==> src/rtl/spi_display_pkg.sv <==
// Shared command codes and decoder state encoding for the SPI display link.
package spi_display_pkg;

    localparam logic [7:0] CMD_CASET = 8'h2A;
    localparam logic [7:0] CMD_PASET = 8'h2B;
    localparam logic [7:0] CMD_RAMWR = 8'h2C;

    typedef enum logic [2:0] {
        ST_IDLE,
        ST_CASET,
        ST_PASET,
        ST_RAMWR,
        ST_IGNORE
    } dec_state_e;

    function automatic dec_state_e cmd_to_state(input logic [7:0] cmd);
        case (cmd)
            CMD_CASET: return ST_CASET;
            CMD_PASET: return ST_PASET;
            CMD_RAMWR: return ST_RAMWR;
            default:   return ST_IGNORE;
        endcase
    endfunction

endpackage

==> src/rtl/spi_byte_rx.sv <==
// Serial-to-byte deserialiser; byte_valid is combinational on the 8th bit edge.
module spi_byte_rx
    import spi_display_pkg::*;
(
    input  logic       i_clk,
    input  logic       i_rst,
    input  logic       i_mosi,
    input  logic       i_dc,
    input  logic       i_cs,
    output logic       o_byte_valid,
    output logic [7:0] o_byte,
    output logic       o_is_data
);

    logic [2:0] bit_cnt_q, bit_cnt_d;
    logic [6:0] shift_q, shift_d;

    always_comb begin
        bit_cnt_d    = bit_cnt_q;
        shift_d      = shift_q;
        o_byte_valid = 1'b0;
        if (i_cs) begin
            bit_cnt_d = '0;
            shift_d   = '0;
        end else begin
            shift_d      = {shift_q[5:0], i_mosi};
            bit_cnt_d    = bit_cnt_q + 3'd1;
            o_byte_valid = (bit_cnt_q == 3'd7);
        end
    end

    assign o_byte    = {shift_q, i_mosi};
    assign o_is_data = i_dc;

    always_ff @(posedge i_clk) begin
        if (i_rst) begin
            bit_cnt_q <= '0;
            shift_q   <= '0;
        end else begin
            bit_cnt_q <= bit_cnt_d;
            shift_q   <= shift_d;
        end
    end

endmodule

==> src/rtl/spi_display_rx.sv <==
// Display-controller receiver: decodes CASET/PASET/RAMWR and streams pixel writes.
module spi_display_rx
    import spi_display_pkg::*;
#(
    parameter int WIDTH  = 240,
    parameter int HEIGHT = 320,
    parameter int AW     = $clog2(WIDTH * HEIGHT)
) (
    input  logic          i_clk,
    input  logic          i_rst,
    input  logic          i_mosi,
    input  logic          i_dc,
    input  logic          i_cs,
    output logic [7:0]    o_cmd,
    output logic          o_cmd_valid,
    output logic          o_pix_we,
    output logic [AW-1:0] o_pix_addr,
    output logic [15:0]   o_pix_data,
    output logic          o_frame_done
);

    localparam logic [31:0] W32 = 32'(WIDTH);
    localparam logic [31:0] H32 = 32'(HEIGHT);

    logic       rx_valid;
    logic [7:0] rx_byte;
    logic       rx_is_data;

    spi_byte_rx u_byte_rx (
        .i_clk        (i_clk),
        .i_rst        (i_rst),
        .i_mosi       (i_mosi),
        .i_dc         (i_dc),
        .i_cs         (i_cs),
        .o_byte_valid (rx_valid),
        .o_byte       (rx_byte),
        .o_is_data    (rx_is_data)
    );

    dec_state_e     state_q, state_d;
    logic [1:0]     arg_cnt_q, arg_cnt_d;
    logic [23:0]    arg_q, arg_d;
    logic [15:0]    col_start_q, col_start_d, col_end_q, col_end_d;
    logic [15:0]    row_start_q, row_start_d, row_end_q, row_end_d;
    logic [15:0]    col_q, col_d, row_q, row_d;
    logic           hi_pend_q, hi_pend_d;
    logic [7:0]     hi_byte_q, hi_byte_d;
    logic [7:0]     cmd_q, cmd_d;
    logic           cmd_valid_q, cmd_valid_d;
    logic           pix_we_q, pix_we_d;
    logic [AW-1:0]  pix_addr_q, pix_addr_d;
    logic [15:0]    pix_data_q, pix_data_d;
    logic           frame_done_q, frame_done_d;

    always_comb begin
        state_d      = state_q;
        arg_cnt_d    = arg_cnt_q;
        arg_d        = arg_q;
        col_start_d  = col_start_q;
        col_end_d    = col_end_q;
        row_start_d  = row_start_q;
        row_end_d    = row_end_q;
        col_d        = col_q;
        row_d        = row_q;
        hi_pend_d    = hi_pend_q;
        hi_byte_d    = hi_byte_q;
        cmd_d        = cmd_q;
        cmd_valid_d  = 1'b0;
        pix_we_d     = 1'b0;
        pix_addr_d   = pix_addr_q;
        pix_data_d   = pix_data_q;
        frame_done_d = 1'b0;

        if (i_cs) begin
            hi_pend_d = 1'b0;
        end else if (rx_valid && !rx_is_data) begin
            cmd_d       = rx_byte;
            cmd_valid_d = 1'b1;
            state_d     = cmd_to_state(rx_byte);
            arg_cnt_d   = '0;
            hi_pend_d   = 1'b0;
            col_d       = col_start_q;
            row_d       = row_start_q;
        end else if (rx_valid) begin
            case (state_q)
                ST_CASET, ST_PASET: begin
                    if (arg_cnt_q == 2'd3) begin
                        if (state_q == ST_CASET) begin
                            col_start_d = arg_q[23:8];
                            col_end_d   = {arg_q[7:0], rx_byte};
                        end else begin
                            row_start_d = arg_q[23:8];
                            row_end_d   = {arg_q[7:0], rx_byte};
                        end
                        state_d = ST_IDLE;
                    end else begin
                        arg_d     = {arg_q[15:0], rx_byte};
                        arg_cnt_d = arg_cnt_q + 2'd1;
                    end
                end
                ST_RAMWR: begin
                    if (!hi_pend_q) begin
                        hi_byte_d = rx_byte;
                        hi_pend_d = 1'b1;
                    end else begin
                        hi_pend_d  = 1'b0;
                        pix_data_d = {hi_byte_q, rx_byte};
                        // Range check on full 16-bit cursor before narrowing the address.
                        pix_we_d   = (32'(col_q) < W32) && (32'(row_q) < H32);
                        if (pix_we_d) begin
                            pix_addr_d = AW'(32'(row_q) * W32 + 32'(col_q));
                        end
                        if (col_q < col_end_q) begin
                            col_d = col_q + 16'd1;
                        end else begin
                            col_d = col_start_q;
                            if (row_q < row_end_q) begin
                                row_d = row_q + 16'd1;
                            end else begin
                                row_d        = row_start_q;
                                frame_done_d = 1'b1;
                            end
                        end
                    end
                end
                default: ;
            endcase
        end
    end

    always_ff @(posedge i_clk) begin
        if (i_rst) begin
            state_q      <= ST_IDLE;
            arg_cnt_q    <= '0;
            arg_q        <= '0;
            col_start_q  <= '0;
            col_end_q    <= 16'(WIDTH - 1);
            row_start_q  <= '0;
            row_end_q    <= 16'(HEIGHT - 1);
            col_q        <= '0;
            row_q        <= '0;
            hi_pend_q    <= 1'b0;
            hi_byte_q    <= '0;
            cmd_q        <= '0;
            cmd_valid_q  <= 1'b0;
            pix_we_q     <= 1'b0;
            pix_addr_q   <= '0;
            pix_data_q   <= '0;
            frame_done_q <= 1'b0;
        end else begin
            state_q      <= state_d;
            arg_cnt_q    <= arg_cnt_d;
            arg_q        <= arg_d;
            col_start_q  <= col_start_d;
            col_end_q    <= col_end_d;
            row_start_q  <= row_start_d;
            row_end_q    <= row_end_d;
            col_q        <= col_d;
            row_q        <= row_d;
            hi_pend_q    <= hi_pend_d;
            hi_byte_q    <= hi_byte_d;
            cmd_q        <= cmd_d;
            cmd_valid_q  <= cmd_valid_d;
            pix_we_q     <= pix_we_d;
            pix_addr_q   <= pix_addr_d;
            pix_data_q   <= pix_data_d;
            frame_done_q <= frame_done_d;
        end
    end

    assign o_cmd        = cmd_q;
    assign o_cmd_valid  = cmd_valid_q;
    assign o_pix_we     = pix_we_q;
    assign o_pix_addr   = pix_addr_q;
    assign o_pix_data   = pix_data_q;
    assign o_frame_done = frame_done_q;

endmodule

==> config.mk <==
export PLATFORM = sky130hd
export DESIGN_NAME = spi_display_rx
export DESIGN_NICKNAME = d
export VERILOG_FILES = /design/src/rtl/spi_display_pkg.sv /design/src/rtl/spi_byte_rx.sv /design/src/rtl/spi_display_rx.sv
export SDC_FILE = /design/constraint.sdc
export NUM_CORES = 1
export LEC_CHECK = 0
export ABC_AREA = 1
export CAP_MARGIN = 20
export CORE_ASPECT_RATIO = 1.5
export CORE_MARGIN = 2
export CORE_UTILIZATION = 61
export CTS_CLUSTER_DIAMETER = 50
export DETAILED_ROUTE_END_ITERATION = 8
export PLACE_DENSITY_LB_ADDON = 0.1
export SYNTH_ARGS = -nofsm -noshare
export SYNTH_HDL_FRONTEND = slang
export SYNTH_HIERARCHICAL = 1
export SYNTH_SLANG_ARGS = --single-unit
==> constraint.sdc <==
create_clock -name i_clk -period 5.2 [get_ports i_clk]
set_clock_uncertainty 0.05 [all_clocks]
set_input_delay 0.78 -clock i_clk [delete_from_list [all_inputs] [get_ports i_clk]]
set_output_delay 0.78 -clock i_clk [all_outputs]
set_load 0.05 [all_outputs]
==> run_results.csv <==
group,metric,value,unit
outcome,outcome,"completed",
synth,syn_nets,1408,
die,die_h,159,um
clocking,cts_buffers,17,
worst_hold_path,hold_depth,1,
layout,final_common_cell,"dfxtp_1",
sta,rsz0062_at_grt,"no",
clocking,ctsRootBufferMaster,"clkbuf_16",
clocking,post-cts-setup-buffers,0,
detailed_routing,routedWlPerCell,15.8,um
layout,antenna_cells,0,
sta,finalHoldViolCount,0,
layout,final_cell_mix,"dfxtp_1 (188), nor2_1 (184), nand2_1 (180)",
global_routing,grt_overflow,0,
die,dieArea,0.0172,mm^2
die,placementRows,56,
worst_hold_path,hold_class,"flop to flop",
sta,report.final.slew_viol_count,0,
detailed_routing,drt_iter0_markers,614,
placed_design,hpwl,18000,um
critical_path,worstSetupPathType,"flop to flop",
detailed_routing,vias,8551,
critical_path,reg2reg_depth,21,
global_routing,grt_antenna_before_repair,0,
layout,drive_gt1_share,5.33,%
layout,area_delta_synth_final,12.5,%
die,core_area,0.0157,mm^2
detailed_routing,ant_nets,0,
sta,setup_tns,0,ns
critical_path,arrival,4.46,ns
synth,post_synth_num_cell_types,41,
global_routing,track_usage,29.4,%
sta,fmax,240,MHz
critical_path,crit_fanout,7,
clocking,cts_htree_levels,4,
synth,yosys_warnings,6,
run,drv_cap,0,
global_routing,grt_pass1_vias,8110,
synth,synth_area,0.00983,mm^2
synth,ys_seq_area_share,38.3,%
clocking,holdBufCountCts,0,
detailed_routing,viasPerCell,5.51,
sta,setup_violations,0,
synth,synth.avg_cell_area,7.48,um^2
clocking,clkTransAtPathRegs,0.07,ns
clocking,cts_buffer_depth,2,
detailed_routing,wirelength,24600,um
clocking,cts_sinks,188,
detailed_routing,drc,0,
global_routing,grt_max_degree,73,
die,io_pins,49,
clocking,post_cts_resized,0,
sta,fin_crit_sh,80.1,%
critical_path,crit_path_end_kind,"flop",
critical_path,start_kind,"flop",
sta,fin_crit,4.17,ns
clocking,clk_latency,0.44,ns
synth,ys_ff_latch,188,
power_and_ir_drop,cellPowerDensity,262,mW/mm^2
placed_design,port_buffers,48,
detailed_routing,drt-pass1-iter-count,6,
sta,max-slew-margin-rel,38.5,%
layout,final_nets,1434,
power_and_ir_drop,max-vdd-ir-drop,242,uV
synth,netlist_instances,1313,
die,start_util,62.6,%
die,dieWidth,108,um
placed_design,gp_congestion,0.880,
sta,hold_slack,0.382,ns
global_routing,grt_pass1_wl,40000,um
clocking,cts_tree,"done",
power_and_ir_drop,p_leak,5.24,nW
critical_path,crit_required,5.49,ns
sta,worstMarginPinSlew,0.921,ns
metal layers:
layer	routed length, um	vias to the layer above	share of wire [%]	global-route usage (%)
li1	-	4272	-	-
met1	9960	3981	40	34.9
met2	12700	242	52	51.9
met3	1030	56	4.2	4.83
met4	870	0	3.5	12.0
met5	0	-	0	0
area by class of cell:
class	instances	area (um^2)
Clock buffer	19	443
Clock inverter	11	185
Fill cell	1336	4640
Inverter	180	678
Multi-Input combinational cell	893	5140
Sequential cell	188	3760
Tap cell	203	254
Timing Repair Buffer	59	583
flip-flops by register name, indices dropped and copies added (netlist names), 7 cells and up:
| register | flops |
|---|---|
| o_cmd | 8 |
| row_start_q | 16 |
| col_start_q | 16 |
| row_q | 16 |
| u_byte_rx/shift_q | 7 |
| row_end_q | 16 |
| o_pix_data | 16 |
| hi_byte_q | 8 |
| arg_q | 24 |
| o_pix_addr | 17 |
| col_end_q | 16 |
| col_q | 16 |
metrics by stage:
stage	setup WS (ns)	total power [mW]	util [%]	std cells	cell area (um^2)
CTS	1.05	2.90	70.3	1552	11000
finish	1.04	2.90	70.4	1553	11100
floorplan	1.40	1.51	-	1313	9830
global route	0.675	2.97	70.4	1553	11100
global placement	1.19	1.53	66.3	1522	10400
detailed placement	1.06	1.53	66.3	1522	10400
power breakdown:
group	internal, mW	leakage (nW)	switching [mW]
Sequential	1.44	1.51	0.00140
Clock	0.824	0.304	0.581
Combinational	0.0138	3.43	0.0388
Yosys cell counts, drive strengths merged:
library cell | number | area, um^2
o21bai | 2 | 15.0
a21oi | 128 | 641
buf | 20 | 120
inv | 178 | 668
xnor2 | 13 | 114
nor4 | 1 | 6.26
ha | 70 | 876
fa | 20 | 400
or2 | 2 | 12.5
clkinv | 2 | 8.75
o2111ai | 1 | 8.76
nor3b | 1 | 7.51
a21o | 1 | 7.51
nand4 | 11 | 68.8
a31oi | 3 | 18.8
o21a | 2 | 15.0
a21boi | 3 | 22.5
a32o | 2 | 20.0
nor2 | 193 | 777
xor2 | 22 | 193
nand2 | 186 | 723
nor3 | 12 | 60.1
a221oi | 2 | 17.5
clkbuf | 32 | 120
dfxtp | 188 | 3760
a22oi | 1 | 7.51
o21ai | 170 | 851
nand3 | 45 | 268
o211ai | 2 | 15.0
kinds of logic (layout without fill, tap and decap cells):
family	Yosys count	after routing	synth area share (%)
buffers and inverters	232	269	9.33
adders and majority gates	90	90	13.0
and+or+nand+nor	451	451	19.6
xor gates and xnor gates	35	35	3.12
AOI/OAI and AO/OA	317	317	16.7
DFF	188	188	38.3
final timing paths:
kind                                                         from                           endpoint  slack [ns]
worst max-delay path                        row_q[2]$_SDFFE_PP0P_        o_pix_addr[16]$_SDFFE_PP0P_        1.04
worst min register to register  u_byte_rx/bit_cnt_q[0]$_SDFF_PP0_  u_byte_rx/bit_cnt_q[0]$_SDFF_PP0_        0.38
worst max register to register              row_q[2]$_SDFFE_PP0P_        o_pix_addr[16]$_SDFFE_PP0P_        1.04
worst min-delay path            u_byte_rx/bit_cnt_q[0]$_SDFF_PP0_  u_byte_rx/bit_cnt_q[0]$_SDFF_PP0_        0.38
worst max-delay path: stages (launching register included):
cell and delay [ns]:
dfxtp_1 0.50, inv_1 0.16, fa_1 0.52, fa_1 0.51, inv_1 0.04, ha_1 0.35, a21oi_1 0.18, nand2_1 0.10
nand2_1 0.06, nand3_1 0.12, a31oi_1 0.20, xnor2_1 0.10, ha_1 0.37, inv_1 0.09, nor3_1 0.25, nand3_1 0.11
nand3_1 0.11, inv_1 0.04, nand2_1 0.05, nand3_1 0.06, nand2_1 0.07, inv_1 0.03
Power figures use the tool's default switching activity.
==> RTL edit (same settings) <==
`hi_byte_q` no longer has a reset.
--- a/src/rtl/spi_display_rx.sv
+++ b/src/rtl/spi_display_rx.sv
@@ -140,7 +140,6 @@
             col_q        <= '0;
             row_q        <= '0;
             hi_pend_q    <= 1'b0;
-            hi_byte_q    <= '0;
             cmd_q        <= '0;
             cmd_valid_q  <= 1'b0;
             pix_we_q     <= 1'b0;
@@ -158,7 +157,6 @@
             col_q        <= col_d;
             row_q        <= row_d;
             hi_pend_q    <= hi_pend_d;
-            hi_byte_q    <= hi_byte_d;
             cmd_q        <= cmd_d;
             cmd_valid_q  <= cmd_valid_d;
             pix_we_q     <= pix_we_d;
@@ -166,6 +164,10 @@
             pix_data_q   <= pix_data_d;
             frame_done_q <= frame_done_d;
         end
+    end
+
+    always_ff @(posedge i_clk) begin
+        hi_byte_q <= hi_byte_d;
     end
 
     assign o_cmd        = cmd_q;
Check against the original RTL: no difference found for any inputs over 4 cycles, from zero or initial values and one cycle with i_rst high; that may be too few to reach the edited logic, so the function may still have changed.
==> RTL edit against the original RTL <==
- worst setup slack better by 0.048 ns
- sequential cell count is the same
- routed wire length is 1.7% lower
- design area rose by 0.27%
- count of clock-buffer cells in the layout is 2 lower
- synthesized area is 1.4% higher
- critical path depth grew 1
- synthesized cell count decreased by 0.53%
- sequential share of layout area increased by 0.63 points
- cell count fell by 0.52%
- total power fell by 2.5%
- highest routed layer unchanged
==> RTL edit: results (changes against the original RTL) <==
placed insts=1512 (-0.66%); # nets final=1421 (-0.91%); Synth top cells by count=nor2_1 (202), dfxtp_1 (180), nand2_1 (175); fill count=1414 (+5.8%); Non-Clock Buffer Area Fraction=0.04810 (-0.004659); vias per cell=5.423 (-1.5%); met1 Track Usage GR=0.3428 (-0.006278); critical path data arrival time=4.42 ns (-0.04 ns); Worst Tran Pin Value=0.9975 ns (+0.07607 ns); R2R Setup Slk=1.08 ns (+0.05 ns); syn nets=1401 (-0.50%); post-synthesis xor/xnor area fraction=0.03253 (+0.001331); met3 Use GR=0.03490 (-0.01340); status=finished, final reports clean; total track usage=0.2891 (-0.004947); DP Wirelength=17400 µm (-3.6%); register area share after synthesis=0.3858 (+0.002794); vias in the first global route=7906 (-2.5%); share of layout cells above drive strength 1=0.05975 (+0.006413); static leakage=5.007 nW (-4.5%); via count=8379 (-2.0%); complex-gate fraction of the synthesized area=0.1621 (-0.004670); DR WL met2=12630 µm (-0.82%); post-synth cell types=44 (+7.3%); wire length per cell=15.65 µm (-1.2%); Final period util=0.7917 (-0.009275); adder-cell share of the synthesized area=0.1281 (-0.001778); drt first pass iters=5 (-1); #MultiIn Comb=888 (-0.56%); routed length on met3=773 µm (-25%); Mean Syn Cell Area=7.628 µm² (+1.9%); maximum VDD drop=0.2538 mV (+5.0%); top cells by area, synth=dfxtp_1 (36%), ha_1 (8.8%), nor2_1 (7.6%), o21ai_0 (6.9%), nand2_1 (6.6%)
## RTL edit: worst min path at each step
stage                      startpoint                endpoint
2_1_floorplan  u_byte_rx/bit_cnt_q[0]  u_byte_rx/bit_cnt_q[0]
3_3_place_gp   u_byte_rx/bit_cnt_q[0]  u_byte_rx/bit_cnt_q[0]
5_1_grt        u_byte_rx/bit_cnt_q[0]  u_byte_rx/bit_cnt_q[0]
3_5_place_dp   u_byte_rx/bit_cnt_q[0]  u_byte_rx/bit_cnt_q[0]
6_report       u_byte_rx/bit_cnt_q[0]  u_byte_rx/bit_cnt_q[0]
4_1_cts        u_byte_rx/bit_cnt_q[0]  u_byte_rx/bit_cnt_q[0]
## RTL edit: power breakdown
part | internal, mW | total, mW | switching (mW) | leakage, nW
sequential | 1.45 | 1.45 | 0.00196 | 1.52
combinational | 0.0143 | 0.0516 | 0.0374 | 3.19
clock | 0.657 | 1.32 | 0.667 | 0.292
